[src/rtl/cmd_chan_dispatch.sv]
// Command channel dispatcher: routes latency-adjusted commands to subchannel A, B or both,
// each with its own FIFO and inter-command gap timer. Optional parity: CMD_DISPATCH_PARITY_EN.

module cmd_chan_subchan #(
    parameter int DATA_WIDTH = 8,
    parameter int FIFO_DEPTH = 4,
    parameter int MIN_GAP    = 1,
    parameter int LVL_W      = $clog2(FIFO_DEPTH + 1)
) (
    input  logic                  clk,
    input  logic                  rst_n,
    input  logic                  push,
    input  logic [DATA_WIDTH-1:0] push_data,
    output logic                  full,
    output logic [DATA_WIDTH-1:0] data,
    output logic                  par,
    output logic                  valid,
    input  logic                  ready,
    output logic [LVL_W-1:0]      level
);

    localparam int AW    = $clog2(FIFO_DEPTH);
    localparam int PTR_W = AW + 1;

    localparam logic [0:0] ST_READY = 1'b0;
    localparam logic [0:0] ST_HOLD  = 1'b1;

    localparam bit         GAP_EN   = (MIN_GAP > 0);
    localparam logic [3:0] GAP_LOAD = 4'((MIN_GAP > 0) ? (MIN_GAP - 1) : 0);

    logic [DATA_WIDTH-1:0] mem [FIFO_DEPTH];
    logic [PTR_W-1:0]      wr_ptr;
    logic [PTR_W-1:0]      rd_ptr;
    logic [0:0]            state;
    logic [3:0]            gap_cnt;
    logic                  empty;
    logic                  do_push;
    logic                  do_pop;

    assign empty   = (wr_ptr == rd_ptr);
    assign full    = (wr_ptr[PTR_W-1] != rd_ptr[PTR_W-1]) &&
                     (wr_ptr[AW-1:0] == rd_ptr[AW-1:0]);
    assign valid   = !empty && (state == ST_READY);
    assign do_push = push && !full;
    assign do_pop  = valid && ready;
    assign data    = mem[rd_ptr[AW-1:0]];
    assign level   = LVL_W'(wr_ptr - rd_ptr);

`ifdef CMD_DISPATCH_PARITY_EN
    assign par = ^data;
`else
    assign par = 1'b0;
`endif

    // Storage is cleared on reset so the output word reads zero until the first push.
    always_ff @(posedge clk or negedge rst_n) begin
        if (!rst_n) begin
            for (int i = 0; i < FIFO_DEPTH; i++) begin
                mem[i] <= '0;
            end
        end else if (do_push) begin
            mem[wr_ptr[AW-1:0]] <= push_data;
        end
    end

    always_ff @(posedge clk or negedge rst_n) begin
        if (!rst_n) begin
            wr_ptr <= '0;
            rd_ptr <= '0;
        end else begin
            if (do_push) begin
                wr_ptr <= wr_ptr + 1'b1;
            end
            if (do_pop) begin
                rd_ptr <= rd_ptr + 1'b1;
            end
        end
    end

    // HOLD lasts MIN_GAP cycles: load MIN_GAP-1, leave on the edge after reaching zero.
    always_ff @(posedge clk or negedge rst_n) begin
        if (!rst_n) begin
            state   <= ST_READY;
            gap_cnt <= '0;
        end else begin
            case (state)
                ST_READY: begin
                    if (do_pop && GAP_EN) begin
                        state   <= ST_HOLD;
                        gap_cnt <= GAP_LOAD;
                    end
                end
                default: begin
                    if (gap_cnt == 4'd0) begin
                        state <= ST_READY;
                    end else begin
                        gap_cnt <= gap_cnt - 4'd1;
                    end
                end
            endcase
        end
    end

endmodule

module cmd_chan_dispatch #(
    parameter int DATA_WIDTH = 8,
    parameter int FIFO_DEPTH = 4,
    parameter int MIN_GAP    = 1,
    parameter int LVL_W      = $clog2(FIFO_DEPTH + 1)
) (
    input  logic                  clk,
    input  logic                  rst_n,
    input  logic [DATA_WIDTH-1:0] cmd_in_data,
    input  logic                  cmd_in_valid,
    output logic                  cmd_in_ready,
    output logic [DATA_WIDTH-1:0] cha_data,
    output logic                  cha_par,
    output logic                  cha_valid,
    input  logic                  cha_ready,
    output logic [LVL_W-1:0]      cha_level,
    output logic [DATA_WIDTH-1:0] chb_data,
    output logic                  chb_par,
    output logic                  chb_valid,
    input  logic                  chb_ready,
    output logic [LVL_W-1:0]      chb_level,
    output logic [7:0]            bcast_cnt
);

    logic accept;
    logic is_bcast;
    logic sel_b;
    logic push_a;
    logic push_b;
    logic full_a;
    logic full_b;

    // Ready looks only at fullness so a broadcast can always land in both FIFOs atomically.
    assign cmd_in_ready = !full_a && !full_b;
    assign accept       = cmd_in_valid && cmd_in_ready;
    assign is_bcast     = cmd_in_data[DATA_WIDTH-2];
    assign sel_b        = cmd_in_data[DATA_WIDTH-1];
    assign push_a       = accept && (is_bcast || !sel_b);
    assign push_b       = accept && (is_bcast || sel_b);

    cmd_chan_subchan #(
        .DATA_WIDTH (DATA_WIDTH),
        .FIFO_DEPTH (FIFO_DEPTH),
        .MIN_GAP    (MIN_GAP),
        .LVL_W      (LVL_W)
    ) u_cha (
        .clk       (clk),
        .rst_n     (rst_n),
        .push      (push_a),
        .push_data (cmd_in_data),
        .full      (full_a),
        .data      (cha_data),
        .par       (cha_par),
        .valid     (cha_valid),
        .ready     (cha_ready),
        .level     (cha_level)
    );

    cmd_chan_subchan #(
        .DATA_WIDTH (DATA_WIDTH),
        .FIFO_DEPTH (FIFO_DEPTH),
        .MIN_GAP    (MIN_GAP),
        .LVL_W      (LVL_W)
    ) u_chb (
        .clk       (clk),
        .rst_n     (rst_n),
        .push      (push_b),
        .push_data (cmd_in_data),
        .full      (full_b),
        .data      (chb_data),
        .par       (chb_par),
        .valid     (chb_valid),
        .ready     (chb_ready),
        .level     (chb_level)
    );

    always_ff @(posedge clk or negedge rst_n) begin
        if (!rst_n) begin
            bcast_cnt <= 8'd0;
        end else if (accept && is_bcast) begin
            bcast_cnt <= bcast_cnt + 8'd1;
        end
    end

endmodule

[config.mk]
export PLATFORM = sky130hd
export DESIGN_NAME = cmd_chan_dispatch
export DESIGN_NICKNAME = d
export VERILOG_FILES = /design/src/rtl/cmd_chan_dispatch.sv
export SDC_FILE = /design/constraint.sdc
export NUM_CORES = 1
export LEC_CHECK = 0
export BUFFER_PORTS_ARGS = -buffer_cell sky130_fd_sc_hd__buf_2
export CELL_PAD_IN_SITES_DETAIL_PLACEMENT = 0
export CELL_PAD_IN_SITES_GLOBAL_PLACEMENT = 1
export CORE_MARGIN = 3
export CORE_UTILIZATION = 29
export DETAILED_ROUTE_END_ITERATION = 10
export GPL_ROUTABILITY_DRIVEN = 0
export HOLD_SLACK_MARGIN = 0.15
export PLACE_DENSITY_LB_ADDON = 0.05
export SLEW_MARGIN = 10
export SYNTH_ARGS = -nofsm -noshare
export SYNTH_HDL_FRONTEND = slang
export SYNTH_SLANG_ARGS = --single-unit
export TNS_END_PERCENT = 100
[constraint.sdc]
create_clock -name clk -period 3.64 [get_ports clk]
set_clock_uncertainty 0.15 [all_clocks]
set_input_delay 0.728 -clock clk [delete_from_list [all_inputs] [get_ports clk]]
set_output_delay 0.728 -clock clk [all_outputs]
set_load 0.005 [all_outputs]
-- Word level (Yosys, flattened, before mapping)
Cells that the tools add are included.
- flip-flop bits (word level): 94
- input bits: 13
- output and inout port bits: 35
- word-level logic and storage cells: 98
- $add $sub $neg: 9
- $lt $le $gt $ge: 6
- eq/ne operators: 8
- multiplexer cells: 24
- bitwise operators: 6
- reduce and logical (&&, ||, !) cells: 28
- operators with widths (cell ; count):
    bitwise mux 32 bit ; 2
    two-way mux 8 bit ; 6
    binary-select mux 8 bit (select 2 bit) ; 2
    demux 8 bit (select 2 bit) ; 2
    two-way mux 4 bit ; 6
    logical AND 1 bit ; 15
    adder 3 x 1 -> 3 bit, second input constant ; 4
    greater-or-equal comparator 3 bit, second input constant ; 4
    inverter 2 -> 3 bit ; 4
    adder 8 x 1 -> 8 bit, second input constant ; 1
    logical NOT 4 bit ; 2
    subtractor 4 x 1 -> 4 bit, second input constant ; 2
    equality test 3 bit ; 2
    < comparator 3 x 1 -> 1 bit, second input constant ; 2
    two-way mux 1 bit ; 6
    subtractor 3 bit ; 2
    logical NOT 1 bit ; 5
    equality test 2 bit ; 2
    != test 2 bit, second input constant ; 2
    AND reduction 2 bit ; 2
    nonzero test 2 bit ; 2
    logical OR 1 bit ; 2
    != test 1 bit ; 2
    inverter 1 bit ; 2

-- Logic depth before layout (Yosys ltp)
Gate-level depths: netlist of the first run.
- word-level depth: 7
- mapped depth: 9
- mapped depth without buffers: 7

-- Cells and area by module
From an unflattened synthesis of the first run, not the netlist that was laid out.
- cells, all modules: 331
- area, all modules: 4739.5 µm²
- by module, submodules not included (module ; times used ; cells an instance ; area an instance (µm²) ; sequential area each (µm²)):
    cmd_chan_subchan at u_chb ; 1 ; 147 ; 2244.7 ; 1076.0
    cmd_chan_subchan at u_cha ; 1 ; 147 ; 2094.5 ; 1076.0
    cmd_chan_dispatch ; 1 ; 37 ; 400.4 ; 200.2

-- Least setup slack after synthesis of the first run
No wires, ideal clock.
- kind: reg2out
- from: reg u_cha.rd_ptr[1]
- to: out cmd_in_ready
- arrival: 1848 ps
- required time: 2762 ps
- path slack: 914 ps
- stages on the path, launching flop included: 8
- path buffers: 2
- path through: dfrtp_1 -> clkbuf_1 -> inv_1 -> ha_1 -> nand2_1 -> o22ai_4 -> inv_6 -> buf_6
- cells in the longest elaborated chain, start to end: 4
- RTL lines (item ; line ; RTL):
    start, declared ; 33 ; logic [PTR_W-1:0] rd_ptr;
    start signal, assigned ; 75 ; rd_ptr <= rd_ptr + 1'b1;
    equality test 2 bit ; 42 ; (wr_ptr[AW-1:0] == rd_ptr[AW-1:0]);
    logical AND 1 bit ; 41 ; assign full = (wr_ptr[PTR_W-1] != rd_ptr[PTR_W-1]) &&
    logical NOT 1 bit ; 139 ; assign cmd_in_ready = !full_a && !full_b;
    logical AND 1 bit ; 139 ;
    end, declared ; 116 ; output logic cmd_in_ready,
No other way between the ends.

-- Worst setup path after layout of the first run
Ends and elaborated chain as after synthesis.

==> results of run 1 <==
==> power by group <==
part	internal, µW	switching [µW]
combinational	1240	1230
sequential	1530	304
clock	485	420
total	3250	1960
==> per-stage QoR <==
step / setup slack, ns / utilization / total power, µW / instance area (µm²)
after floorplan: 0.914 / - / 3530 / 4640
after global placement: 0.998 / 0.333 / 4380 / 5140
after detailed placement: 0.926 / 0.333 / 4400 / 5140
after CTS: 0.727 / 0.351 / 5350 / 5420
after global routing: 0.628 / 0.351 / 5650 / 5420
final: 0.777 / 0.351 / 5210 / 5420
==> cells in the mapped netlist (3+ instances only) <==
cell type  number  area [µm²]
o32a_1          4        40.0
dfrtp_1        94        2350
nand3_1         8        40.0
ha_1           17         213
nor3_4          4        65.1
nor3_1          4        20.0
nor2_1          9        33.8
mux2_2         49         552
inv_1          16        60.1
xnor2_1        15         131
mux4_2         16         360
clkbuf_1        8        30.0
buf_2           3        15.0
nor2b_1         3        18.8
nand4_4         4        85.1
nand2_1        21        78.8
o2bb2ai_1       4        35.0
o21ai_0        16        80.1
nand4_1         7        43.8
xor2_1         10        87.6
o31ai_1         6        45.0
==> worst paths after layout <==
path | end | slack (ns) | cells after the start
max | cmd_in_ready | 0.78 | 7
min | u_chb.gap_cnt[2] | 0.31 | 1
max reg2reg | u_cha.mem[2] | 0.98 | 8
min reg2reg | bcast_cnt[7] | 0.32 | 1
max in group asynchronous | u_cha.mem[18] | 2.31 | 2
min in group clk | bcast_cnt[7] | 0.32 | 1
==> cell type report <==
cell class                      instances  area share
Timing Repair Buffer                   56      0.0572
Clock buffer                           12      0.0455
Multi-Input combinational cell        221       0.396
Sequential cell                        94       0.434
Tap cell                              211      0.0487
Inverter                               17      0.0127
Clock inverter                          4     0.00600
==> sequential cells by signal, indices dropped and copies added, names as in the netlist <==
signal and count:
u_cha.state 1, u_chb.state 1, u_chb.gap_cnt 4, u_chb.rd_ptr 3, u_chb.wr_ptr 3, u_cha.wr_ptr 3, bcast_cnt 8, u_chb.mem 32
u_cha.rd_ptr 3, u_cha.gap_cnt 4, u_cha.mem 32
==> routing by layer <==
metal | up-vias | global-route usage | part of all wire
li1 | 1362 | - | -
met1 | 1432 | 0.168 | 0.48
met2 | 39 | 0.205 | 0.47
met3 | 8 | 0.0395 | 0.038
met4 | 0 | 0.0312 | 0.011
met5 | - | 0 | 0
==> critical path: cells and delay by family, from the launching register on <==
kind	cells	cell delay (ns)
adder cells (fa/ha/maj)	1	0.31
AO/OA/AOI/OAI	1	0.25
buffers and inverters	4	0.60
AND/OR/NAND/NOR	1	0.16
flip-flops	1	0.32
==> cell families (layout without fill, tap and decap cells) <==
kind of cell	count (synthesis)	in the layout
compound gates	40	40
buf+inv	31	89
fa+ha+maj	19	19
simple gates	68	68
xor+xnor	25	25
other cells	1	2
flops	94	94
mux	67	67
==> run summary, run 1 <==
status: complete, no violations
WL final: 10.4 mm
row count: 45
slowest CP cell: dfrtp_1
Worst IR Drop VDD: 341 µV
Ports: 48
worst path required time: 2.76 ns
EDFF count, synth: 0
TNS Setup: 0 ns
most frequent cells in the layout: dfrtp_1, mux2_2, buf_2
Die Wd: 132 µm
Inserted Clock Buffers: 9
Syn-to-layout area delta: 17.0%
Core Box Area: 15,400 µm²
DR vias: 2,841
dpl hpwl: 7.22 mm
gr usage total: 0.127
Pleak: 0.00233 µW
NumNets Final: 431
peak fanout along the critical path: 14
Post CTS Setup Buffer Count: 0
Routed Antenna Nets: 0
CTS sink cnt: 94
drt pass-1 iters: 4
ys async rst share: 1.00
post-synthesis adder-cell area fraction: 0.0545
PortBufs: 45
CTS hold repair buffers: 0
Max Buffers Root-to-Sink: 2
crit path time final: 2.86 ns
max cap viols: 0
Worst Path Arrival: 1.98 ns
largest net degree at the start of global routing: 58
Main synth FF type: dfrtp_1
xor/xnor share of the synthesized area: 0.0472
CP Capture Type: primary output
via/cell ratio: 4.62
CTS clk-pin slew, worst paths: 0.07 ns
sequential share of the synthesized area: 0.507
vias in the first global route: 3,110
Ant. Diodes: 0
Iter 0 DRT Violations: 87
initial core utilization: 0.300
Final Hold Viols: 0
non-filler instance count after layout: 615
Storage cell area: 2350 µm²
Yosys warnings: 0
CTS Root Cell: clkbuf_16
max-slew violations: 0
Worst-Margin Slew: 0.825 ns
pwr/cell area: 961 nW/µm²
first-pass GRT wire length: 17.3 mm
filler instances: 1,569
layout cells sized above 1: 0.366
worst r2r src: u_cha.rd_ptr[1]
hold_ws: 0.313 ns
# resized after CTS: 0
Hold Path Class: input port to asynchronous set/reset pin
mux cell area share after synthesis: 0.202
mapped cell area: 4640 µm²
Post-route DRC: 0
area occupied by multi-input gates: 2150 µm²
die area: 17,500 µm²
synth unique cells: 39
H-Tree Level Count: 3
fmax: 0.349 GHz
grt total ovfl: 0
placed cells: 599
Seq cells post-synth: 94
average wire per standard cell: 16.9 µm
Setup crit start: u_cha.rd_ptr[1]
fin crit share: 0.787
Post-Synthesis Cells: 345
clk_lat worst skew: 0.35 ns
Synth Area in Compound Gates: 0.0623
crit-path max cell delay: 0.32 ns
Setup-failing EPs final: 0
RSZ-0062 raised after global routing: no
critical path type: register to primary output
CTS tree: done
initial antenna violation count: 0
Worst Setup Start Kind: register
crit path cell chain: buf_4 > inv_1 > ha_1 > nand2_1 > o22ai_4 > inv_6 > buf_2
DIE HEIGHT: 132 µm
Syn Area/Cell: 13.4 µm²
Max-slew headroom: 0.449
commonest non-fill, non-tap cell in the layout: dfrtp_1
Simple-Gate Fraction of Synth Area: 0.0958
largest family of logic cells by synthesized area: multiplexers
Note: power is estimated with default switching activity, not from simulation.
==> inputs of run 2 (changes only) <==
Clock period 3.64 ns to 3 ns, I/O delays scaled along.
==> run 2 against run 1 <==
Effect of this change:
- routed wire length increased by 0.49%
- sequential power increased by 22%
- clock power increased by 26%
- count of clock-buffer cells in the layout decreased by 2
- core utilization increased by 0.25 points
- largest power group unchanged
- global-route usage about the same
- worst hold slack got worse by 0.0061 ns
==> run summary, run 2 (synthesized netlist as in run 1, its figures left out) <==
Ports: 48 (unchanged)
row count: 45 (unchanged)
worst path required time: 2.25 ns (was 2.76 ns)
vias in the first global route: 3,087 (was 3,110)
PortBufs: 45 (unchanged)
fin crit share: 0.900
slowest CP cell: dfrtp_1 (unchanged)
Final Hold Viols: 0 (unchanged)
Worst Path Arrival: 1.95 ns (was 1.98 ns)
Buf+Inv Stages, Crit Path: 3 (was 4)
DR vias: 2,861 (was 2,841)
pwr/cell area: 1180 nW/µm² (was 961 nW/µm²)
fmax: 0.370 GHz
Setup-failing EPs final: 0 (unchanged)
crit-path max cell delay: 0.41 ns (was 0.32 ns)
Worst Setup Start Kind: register (unchanged)
H-Tree Level Count: 3 (unchanged)
peak fanout along the critical path: 14 (unchanged)
worst r2r src: u_chb.wr_ptr[0] (was u_cha.rd_ptr[1])
grt total ovfl: 0 (unchanged)
RSZ-0062 raised after global routing: no (unchanged)
max cap viols: 0 (unchanged)
initial core utilization: 0.300 (unchanged)
initial antenna violation count: 0 (unchanged)
end of the worst register-to-register path: u_cha.mem[1] (was u_cha.mem[2])
first-pass GRT wire length: 17.2 mm (was 17.3 mm)
DIE HEIGHT: 132 µm (unchanged)
HP Start: bcast_cnt[7]
Core Box Area: 15,400 µm² (unchanged)
layout cells sized above 1: 0.368 (was 0.366)
Die Wd: 132 µm (unchanged)
clk_lat worst skew: 0.34 ns (was 0.35 ns)
status: complete, no violations (unchanged)
drt pass-1 iters: 4 (unchanged)
most frequent cells in the layout: dfrtp_1, mux2_2, buf_2 (unchanged)
Max Buffers Root-to-Sink: 2 (unchanged)
crit path cell chain: inv_1 > ha_1 > nand2_1 > o22ai_4 > inv_6 > buf_2 (was buf_4 > inv_1 > ha_1 > nand2_1 > o22ai_4 > inv_6 > buf_2)
Max-slew headroom: 0.455 (was 0.449)
CTS tree: done (unchanged)
Iter 0 DRT Violations: 103 (was 87)
Ant. Diodes: 0 (unchanged)
CTS clk-pin slew, worst paths: 0.07 ns (about the same)
Final Total Pwr: 6420 µW (was 5210 µW)
commonest non-fill, non-tap cell in the layout: dfrtp_1 (unchanged)
design area: 5460 µm² (was 5420 µm²)
largest net degree at the start of global routing: 65 (was 58)
via/cell ratio: 4.64 (was 4.62)
Hold EP: bcast_cnt[7]
TNS Setup: 0 ns (unchanged)
met3 WL post-DR: 356 µm (was 398 µm)
hold path depth: 1
delay-heaviest family, CP: flip-flops (was buffers and inverters)
Post-route DRC: 0 (unchanged)
CTS Root Cell: clkbuf_16 (unchanged)
Register-to-Register Path Depth: 7 (was 8)
placed inst area: 5150 µm² (was 5140 µm²)
Pleak: 0.00235 µW (was 0.00233 µW)
Syn-to-layout area delta: 17.8% (was 17.0%)
Regs by FF count: u_cha.mem x32, u_chb.mem x32, bcast_cnt x8 (unchanged)
M1 WL: 4.87 mm (was 4.94 mm)
NumNets Final: 433 (was 431)
gr usage total: 0.127 (about the same)
average wire per standard cell: 17.0 µm (was 16.9 µm)
die area: 17,500 µm² (unchanged)
Worst-Margin Slew: 0.816 ns (was 0.825 ns)
crit path time final: 2.70 ns
critical path type: register to primary output (unchanged)
CP Capture Type: primary output (unchanged)
dpl hpwl: 7.14 mm (was 7.22 mm)
wire length on met2: 5.12 mm (was 4.94 mm)
CTS sink cnt: 94 (unchanged)
Inserted Clock Buffers: 9 (unchanged)
Hold Path Class: register to register (was input port to asynchronous set/reset pin)
WL final: 10.5 mm (was 10.4 mm)
Routed Antenna Nets: 0 (unchanged)
filler instances: 1,560 (was 1,569)
max-slew violations: 0 (unchanged)
Worst IR Drop VDD: 449 µV (was 341 µV)
highest metal layer with signal wires: met4 (unchanged)
reg2reg setup slack: 0.49 ns (was 0.98 ns)
run 2: cell types whose count changed in the layout (fill, tap and decap cells not counted), sizes merged:
cell         change
clkinv           -1
inv              +1
dlygate4sd3      +1
buf              +1
bufinv           +1
clkbuf           -2
run 2: report_power, final:
part           internal (µW)  switching [µW]
Clock                    644             497
Combinational           1540            1510
Sequential              1850             372
Total                   4040            2380
run 2: timing repair:
| item | in CTS | in global routing |
|---|---|---|
| buffers inserted | 0 | 1 |
| gates resized for setup | 0 | 0 |
| endpoints found under the hold margin | 30 | 0 |
| endpoints found under the setup margin | 0 | 1 |
| hold buffers | 1 | 0 |
run 2: worst max-delay path by stage:
stage / start / endpoint / cells after the start
after CTS: u_chb.wr_ptr[0] / cmd_in_ready / 6
after floorplan: u_cha.rd_ptr[1] / cmd_in_ready / 7
after global routing: u_chb.wr_ptr[0] / cmd_in_ready / 6
final: u_chb.wr_ptr[0] / cmd_in_ready / 6
after detailed placement: u_chb.wr_ptr[0] / cmd_in_ready / 6
after global placement: u_chb.wr_ptr[0] / cmd_in_ready / 6
run 2: layout make-up:
class / count / area, µm² / share of cell area
Sequential cell: 94 / 2350 / 0.431
Multi-Input combinational cell: 221 / 2150 / 0.393
Timing Repair Buffer: 58 / 340 / 0.0623
Tap cell: 211 / 264 / 0.0484
Clock buffer: 10 / 229 / 0.0419
Inverter: 17 / 68.8 / 0.0126
Clock inverter: 5 / 58.8 / 0.0108
run 2: through the flow:
stage	util	hold slack [ns]	std cells	setup WS, ns
final	0.354	0.307	616	0.301
after global routing	0.354	0.340	616	0.137
after detailed placement	0.334	0.304	599	0.499
after floorplan	-	0.154	346	0.402
after CTS	0.353	0.316	615	0.109
after global placement	0.334	0.305	599	0.563
run 2: layer usage:
| metal | global-route usage | up-vias |
|---|---|---|
| met1 | 0.165 | 1457 |
| met5 | 0 | - |
| met4 | 0.0312 | 0 |
| met3 | 0.0407 | 8 |
| li1 | - | 1357 |
| met2 | 0.208 | 39 |
